==> src/rtl/scica_cordic_vec_iter.sv <==
`default_nettype none
// ============================================================================
// Module   : scica_cordic_vec_iter
// Purpose  : Iterative vectoring CORDIC, one micro-rotation per clock. Returns
//            gain-compensated magnitude, quadrant, stage directions and an
//            optional angle. Option macro: SCICA_CORDIC_VEC_ROUND_EN (rounded
//            output scaling instead of truncation).
// Revision : 1.0  initial release
// ============================================================================
module scica_cordic_vec_iter #(
    parameter int DATA_WIDTH    = 16,
    parameter int CORDIC_WIDTH  = 22,
    parameter int ANGLE_WIDTH   = 16,
    parameter int CORDIC_STAGES = 16
) (
    input  logic                     clk,
    input  logic                     nreset,
    input  logic                     ica_cordic_vec_en,
    input  logic [DATA_WIDTH-1:0]    ica_cordic_vec_xin,
    input  logic [DATA_WIDTH-1:0]    ica_cordic_vec_yin,
    input  logic                     ica_cordic_vec_angle_calc_en,
    output logic                     cordic_vec_busy,
    output logic                     cordic_vec_opvld,
    output logic [DATA_WIDTH-1:0]    cordic_vec_xout,
    output logic [1:0]               cordic_vec_quad_out,
    output logic [CORDIC_STAGES-1:0] cordic_vec_microRot_out,
    output logic                     cordic_vec_microRot_out_start,
    output logic [ANGLE_WIDTH-1:0]   cordic_vec_angle_out
);

    localparam int c_ext_lsb = CORDIC_WIDTH - DATA_WIDTH - 2;
    localparam int c_shift   = 15 + c_ext_lsb;
    localparam int c_cnt_w   = (CORDIC_STAGES > 1) ? $clog2(CORDIC_STAGES) : 1;
    localparam int c_prod_w  = CORDIC_WIDTH + 16;

    localparam logic [c_cnt_w-1:0]         c_last_stage = c_cnt_w'(CORDIC_STAGES - 1);
    localparam logic signed [c_prod_w-1:0] c_k_wide     = c_prod_w'(19898);
    localparam logic signed [c_prod_w-1:0] c_max_wide   = c_prod_w'((64'd1 << (DATA_WIDTH - 1)) - 64'd1);
    localparam logic [DATA_WIDTH-1:0]      c_max_dw     = {1'b0, {(DATA_WIDTH-1){1'b1}}};
    localparam logic [ANGLE_WIDTH-1:0]     c_pi         = {1'b1, {(ANGLE_WIDTH-1){1'b0}}};
`ifdef SCICA_CORDIC_VEC_ROUND_EN
    localparam logic signed [c_prod_w-1:0] c_round      = c_prod_w'(64'd1 << (c_shift - 1));
`endif

    typedef enum logic [1:0] {
        S_IDLE  = 2'd0,
        S_ITER  = 2'd1,
        S_SCALE = 2'd2
    } state_t;

    // atan(2^-i) with +/-pi = +/-2^15, rescaled to ANGLE_WIDTH
    function automatic logic signed [ANGLE_WIDTH-1:0] atan_rom(input int unsigned idx);
        logic [15:0]               v;
        logic [ANGLE_WIDTH+15:0]   wide;
        case (idx)
            0:       v = 16'd8192;
            1:       v = 16'd4836;
            2:       v = 16'd2555;
            3:       v = 16'd1297;
            4:       v = 16'd651;
            5:       v = 16'd326;
            6:       v = 16'd163;
            7:       v = 16'd81;
            8:       v = 16'd41;
            9:       v = 16'd20;
            10:      v = 16'd10;
            11:      v = 16'd5;
            12:      v = 16'd3;
            13:      v = 16'd1;
            14:      v = 16'd1;
            default: v = 16'd0;
        endcase
        wide = (ANGLE_WIDTH+16)'(v);
        wide = (wide << ANGLE_WIDTH) >> 16;
        return ANGLE_WIDTH'(wide);
    endfunction

    state_t                          state_q, state_d;
    logic [c_cnt_w-1:0]              stage_q, stage_d;
    logic signed [CORDIC_WIDTH-1:0]  x_q, x_d, y_q, y_d;
    logic signed [ANGLE_WIDTH-1:0]   z_q, z_d;
    logic [1:0]                      quad_q, quad_d;
    logic                            ace_q, ace_d;
    logic                            zero_q, zero_d;
    logic                            busy_q, busy_d;
    logic                            opvld_q, opvld_d;
    logic                            start_q, start_d;
    logic [DATA_WIDTH-1:0]           xout_q, xout_d;
    logic [ANGLE_WIDTH-1:0]          angle_q, angle_d;
    logic [CORDIC_STAGES-1:0]        mrot_q, mrot_d;

    logic signed [CORDIC_WIDTH-1:0]  w_x_ext, w_y_ext, w_x_abs, w_y_abs;
    logic signed [CORDIC_WIDTH-1:0]  w_x_sh, w_y_sh;
    logic signed [ANGLE_WIDTH-1:0]   w_atan;
    logic                            w_dir;
    logic signed [c_prod_w-1:0]      w_x_wide, w_prod, w_scaled;
    logic [DATA_WIDTH-1:0]           w_sat;
    logic [ANGLE_WIDTH-1:0]          w_angle;

    // Operand conditioning: magnitude taken at full internal width so -2^(DW-1) cannot wrap
    always_comb begin
        w_x_ext = CORDIC_WIDTH'($signed(ica_cordic_vec_xin));
        w_y_ext = CORDIC_WIDTH'($signed(ica_cordic_vec_yin));
        w_x_abs = w_x_ext[CORDIC_WIDTH-1] ? -w_x_ext : w_x_ext;
        w_y_abs = w_y_ext[CORDIC_WIDTH-1] ? -w_y_ext : w_y_ext;
    end

    always_comb begin
        w_dir  = ~y_q[CORDIC_WIDTH-1];
        w_x_sh = x_q >>> stage_q;
        w_y_sh = y_q >>> stage_q;
        w_atan = atan_rom(32'(stage_q));
    end

    // Gain compensation and clamp; x only grows during vectoring so a negative result is unreachable
    always_comb begin
        w_x_wide = c_prod_w'(x_q);
        w_prod   = w_x_wide * c_k_wide;
`ifdef SCICA_CORDIC_VEC_ROUND_EN
        w_scaled = (w_prod + c_round) >>> c_shift;
`else
        w_scaled = w_prod >>> c_shift;
`endif
        if (w_scaled > c_max_wide) begin
            w_sat = c_max_dw;
        end else if (w_scaled < 0) begin
            w_sat = '0;
        end else begin
            w_sat = w_scaled[DATA_WIDTH-1:0];
        end
    end

    // Fold the first-quadrant angle back to the operand's true quadrant
    always_comb begin
        w_angle = '0;
        if (ace_q && !zero_q) begin
            case (quad_q)
                2'b00:   w_angle = z_q;
                2'b10:   w_angle = c_pi - z_q;
                2'b11:   w_angle = z_q - c_pi;
                default: w_angle = -z_q;
            endcase
        end
    end

    always_comb begin
        state_d = state_q;
        stage_d = stage_q;
        x_d     = x_q;
        y_d     = y_q;
        z_d     = z_q;
        quad_d  = quad_q;
        ace_d   = ace_q;
        zero_d  = zero_q;
        busy_d  = busy_q;
        opvld_d = 1'b0;
        start_d = 1'b0;
        xout_d  = xout_q;
        angle_d = angle_q;
        mrot_d  = mrot_q;
        case (state_q)
            S_IDLE: begin
                if (ica_cordic_vec_en) begin
                    x_d     = w_x_abs <<< c_ext_lsb;
                    y_d     = w_y_abs <<< c_ext_lsb;
                    z_d     = '0;
                    quad_d  = {ica_cordic_vec_xin[DATA_WIDTH-1], ica_cordic_vec_yin[DATA_WIDTH-1]};
                    ace_d   = ica_cordic_vec_angle_calc_en;
                    zero_d  = (ica_cordic_vec_xin == '0) && (ica_cordic_vec_yin == '0);
                    mrot_d  = '0;
                    stage_d = '0;
                    busy_d  = 1'b1;
                    state_d = S_ITER;
                end
            end
            S_ITER: begin
                if (w_dir) begin
                    x_d = x_q + w_y_sh;
                    y_d = y_q - w_x_sh;
                    z_d = z_q + w_atan;
                end else begin
                    x_d = x_q - w_y_sh;
                    y_d = y_q + w_x_sh;
                    z_d = z_q - w_atan;
                end
                mrot_d[stage_q] = w_dir;
                start_d         = (stage_q == '0);
                if (stage_q == c_last_stage) begin
                    state_d = S_SCALE;
                end else begin
                    stage_d = stage_q + c_cnt_w'(1);
                end
            end
            S_SCALE: begin
                xout_d  = w_sat;
                angle_d = w_angle;
                opvld_d = 1'b1;
                busy_d  = 1'b0;
                state_d = S_IDLE;
            end
            default: begin
                state_d = S_IDLE;
            end
        endcase
    end

    always_ff @(posedge clk or negedge nreset) begin
        if (!nreset) begin
            state_q <= S_IDLE;
            stage_q <= '0;
            x_q     <= '0;
            y_q     <= '0;
            z_q     <= '0;
            quad_q  <= '0;
            ace_q   <= 1'b0;
            zero_q  <= 1'b0;
            busy_q  <= 1'b0;
            opvld_q <= 1'b0;
            start_q <= 1'b0;
            xout_q  <= '0;
            angle_q <= '0;
            mrot_q  <= '0;
        end else begin
            state_q <= state_d;
            stage_q <= stage_d;
            x_q     <= x_d;
            y_q     <= y_d;
            z_q     <= z_d;
            quad_q  <= quad_d;
            ace_q   <= ace_d;
            zero_q  <= zero_d;
            busy_q  <= busy_d;
            opvld_q <= opvld_d;
            start_q <= start_d;
            xout_q  <= xout_d;
            angle_q <= angle_d;
            mrot_q  <= mrot_d;
        end
    end

    assign cordic_vec_busy               = busy_q;
    assign cordic_vec_opvld              = opvld_q;
    assign cordic_vec_xout               = xout_q;
    assign cordic_vec_quad_out           = quad_q;
    assign cordic_vec_microRot_out       = mrot_q;
    assign cordic_vec_microRot_out_start = start_q;
    assign cordic_vec_angle_out          = angle_q;

endmodule
`default_nettype wire

==> config.mk <==
export PLATFORM = sky130hd
export DESIGN_NAME = scica_cordic_vec_iter
export DESIGN_NICKNAME = d
export VERILOG_FILES = /design/src/rtl/scica_cordic_vec_iter.sv
export SDC_FILE = /design/constraint.sdc
export NUM_CORES = 1
export LEC_CHECK = 0
export ABC_AREA = 1
export BUFFER_PORTS_ARGS = -buffer_cell sky130_fd_sc_hd__buf_2
export CORE_ASPECT_RATIO = 0.6
export CORE_MARGIN = 10
export CORE_UTILIZATION = 45
export DETAILED_ROUTE_END_ITERATION = 8
export PLACE_DENSITY = 0.72
export SYNTH_ARGS = -nofsm -noshare
export SYNTH_HDL_FRONTEND = slang
export SYNTH_SLANG_ARGS = --single-unit
==> constraint.sdc <==
create_clock -name clk -period 11.78 [get_ports clk]
set_input_delay 0.589 -clock clk [delete_from_list [all_inputs] [get_ports clk]]
set_output_delay 0.589 -clock clk [all_outputs]
set_load 0.05 [all_outputs]
==> run summary <==
post_cts resized = 0
post-CTS setup buffer count = 0
Top FF cell, synth = dfrtp_1
gr ovfl total = 0
CP dominant cell by count = nand2_1
Reg area = 3030 sq um
Startpoint Class = flop
dpl hpwl = 53,700 um
Sum Neg Setup Slack = 0 ns
Chip Width = 287 um
io pins = 89
first-pass GRT wire length = 103,000 um
Syn Std Cell Area = 19,300 sq um
Routability Congestion = 1.07
worst r2r src = x_q[19]$_DFFE_PN0P_
1st-iter DRT viols = 2,221
Fillers = 4,227
status = finished clean
die height = 180 um
largest net degree at the start of global routing = 61
vias in the first global route = 18,255
clock skew = 0.0148 ns
DRT antenna net count = 0
multi-input logic area = 14,200 sq um
core area = 42,200 sq um
Clock transition at path regs = 0.07 ns
wire length per cell = 19.0 um
Area Overhead vs Synth = 7.72%
ys async rst share = 1.00
CP Cell Sequence = ha_1 > fa_1 > fa_1 > fa_1 > fa_1 > inv_1 > fa_1 > inv_1 > ha_1 > nand2_1 > nor2_1 > inv_1 > o21ai_0 > a21oi_1 > nand2_1 > nand2_1 > xor2_2 > nand2_1 > nand2_1 > nand2_1 > nand2_1
via count = 19,423
Max-cap violations = 0
register area share after synthesis = 0.157
nets = 3,256
Crit-path slowest cell = fa_1
Sink Count = 121
DRC viols = 0
H-tree depth = 4
Hold Path Class = primary input to async pin
# hold bufs at CTS = 0
synth warn = 0
layout cells sized above 1 = 0.0641
Worst Path Required = 12.17 ns
Crit Path Category = flop to flop
Skew-Pair Late Insertion Delay = 0.45 ns
R2R setup slack = 5.16 ns
CP top delay family = adder cells
Max-slew headroom = 0.240
Starting Density = 0.458
Ant. Diodes = 0
Max Slew Vio Count = 0
CTS tree = yes
max incr delay on CP = 0.59 ns
Final Cell Area = 20,800 sq um
Worst EP arrival = 7.01 ns
Synth Net Count = 3,210
Row Count = 58
CTS buffer count = 17
Reg2Reg Depth = 21
vias per cell = 5.62
Worst Tran Pin Value = 1.14 ns
IO buf count = 88
Final setup violation count = 0
EDFF count, synth = 0
Period minus WS final = 6.62 ns
syn_area_per_cell = 6.83 sq um
DRT Pass-1 Iters = 5
WL final = 65,500 um
period utilization = 0.562
R2R Path End = cordic_vec_xout[4]$_DFFE_PN0P_
Max Clock Freq = 0.151 GHz
post-synthesis cell count = 2,827
CP max FO = 16
Die Area = 51,900 sq um
Tot GR Track Use = 0.248
Post-DP Area = 20,200 sq um
Buf+Inv Stages, Crit Path = 3
synth unique cells = 57
RSZ-0062 raised after global routing = no
CP endpoint kind = flop
antenna violations before repair = 1
Hold Violations, Final = 0
clock root cell = clkbuf_16
Longest Clk Path Bufs = 2
Yosys reg bits = 121
cell usage after synthesis (4+ instances only):
cell	instances	area, sq um
fa_1	133	2660
ha_1	214	2680
a21boi_0	7	52.6
o21a_1	12	90.1
xnor2_1	33	289
a211oi_1	5	37.5
nand3_1	196	981
nor3_1	38	190
nor2_1	193	724
o211ai_1	9	67.6
nor4_1	5	31.3
buf_2	22	110
a21oi_1	189	946
o22ai_1	25	156
nor2_2	8	50.1
o31ai_1	5	37.5
a31oi_1	15	93.8
nand4_1	29	181
clkbuf_1	38	143
dfrtp_1	121	3030
xor2_1	62	543
o21ai_1	21	105
buf_4	6	45.0
a21o_1	19	143
or2_2	12	75.1
inv_1	442	1660
o21ai_0	164	821
nand3b_1	9	67.6
nand2_1	710	2670
inv_2	12	45.0
o21bai_1	13	97.6
or2_1	4	25.0
buf_1	6	22.5
a32o_1	8	80.1
logic make-up (layout without fill, tap and decap cells):
| group | count (synthesis) | in the layout | synth area share |
|---|---|---|---|
| flops | 121 | 121 | 0.157 |
| buf+inv | 532 | 591 | 0.107 |
| simple gates | 1216 | 1216 | 0.263 |
| xor+xnor | 96 | 96 | 0.0439 |
| fa+ha+maj | 347 | 347 | 0.276 |
| mux | 1 | 1 | 0.000518 |
| compound gates | 514 | 514 | 0.152 |
worst register-to-register path, delay by kind of cell (launching register included):
| kind | cells | cell delay (ns) |
|---|---|---|
| DFF | 1 | 0.53 |
| AOI/OAI and AO/OA | 2 | 0.39 |
| adders and majority gates | 7 | 3.53 |
| buffers and inverters | 3 | 0.20 |
| xor gates and xnor gates | 1 | 0.57 |
| and+or+nand+nor | 8 | 1.35 |
worst max path at each step:
stage	startpoint	endpoint	slack, ns	depth (start not counted)
finish	x_q[19]$_DFFE_PN0P_	cordic_vec_xout[4]$_DFFE_PN0P_	5.16	21
global route	x_q[18]$_DFFE_PN0P_	cordic_vec_xout[8]$_DFFE_PN0P_	4.63	25
CTS	x_q[20]$_DFFE_PN0P_	cordic_vec_xout[4]$_DFFE_PN0P_	5.28	23
detailed placement	x_q[20]$_DFFE_PN0P_	cordic_vec_xout[4]$_DFFE_PN0P_	5.32	23
global placement	x_q[20]$_DFFE_PN0P_	cordic_vec_xout[5]$_DFFE_PN0P_	5.33	23
floorplan	x_q[18]$_DFFE_PN0P_	cordic_vec_xout[4]$_DFFE_PN0P_	6.38	23
layout make-up:
| cell class | count | area share |
|---|---|---|
| clock buffers | 17 | 0.0204 |
| flip-flops and latches | 121 | 0.146 |
| well taps | 570 | 0.0343 |
| multi-input cells | 2174 | 0.684 |
| repair buffers | 102 | 0.0263 |
| inverters | 457 | 0.0826 |
| clock inverters | 15 | 0.00685 |
cells in the final DEF (no fill, tap or decap), types with 21 or more instances in the layout:
master / count
o21ai_1: 21
o21ai_0: 164
nand4_1: 29
a21oi_1: 189
o22ai_1: 25
dfrtp_1: 120
nand3_1: 196
ha_1: 214
xnor2_1: 33
nor2_1: 191
xor2_1: 62
buf_2: 87
nand2_1: 710
nor3_1: 38
inv_1: 442
fa_1: 133
per-layer routing:
| metal | vias to the layer above | global-route usage | wire length, um | part of all wire |
|---|---|---|---|---|
| li1 | 9279 | - | - | - |
| met5 | - | 0 | 0 | 0 |
| met4 | 0 | 0.0380 | 517 | 0.0079 |
| met3 | 40 | 0.0846 | 8770 | 0.13 |
| met2 | 974 | 0.313 | 23700 | 0.36 |
| met1 | 9130 | 0.392 | 32500 | 0.50 |
through the flow:
| step | instances | utilization | hold slack, ns | worst slack (ns) |
|---|---|---|---|---|
| floorplan | 2827 | - | 0.293 | 6.38 |
| global placement | 3424 | 0.480 | 0.460 | 5.33 |
| detailed placement | 3424 | 0.480 | 0.465 | 5.32 |
| CTS | 3456 | 0.494 | 0.0611 | 5.28 |
| global route | 3456 | 0.494 | 0.0818 | 4.63 |
| finish | 3456 | 0.494 | 0.0619 | 5.16 |
sequential cells by signal (all words and copies together) (netlist names), 4 cells and up:
| register | cells |
|---|---|
| x_q | 22 |
| z_q | 16 |
| y_q | 22 |
| cordic_vec_angle_out | 16 |
| cordic_vec_microRot_out | 16 |
| cordic_vec_xout | 16 |
| stage_q | 4 |
Power is left out: the tool's default activity adds up to more than one toggle a clock period on the data nets, which glitch-free logic cannot reach.
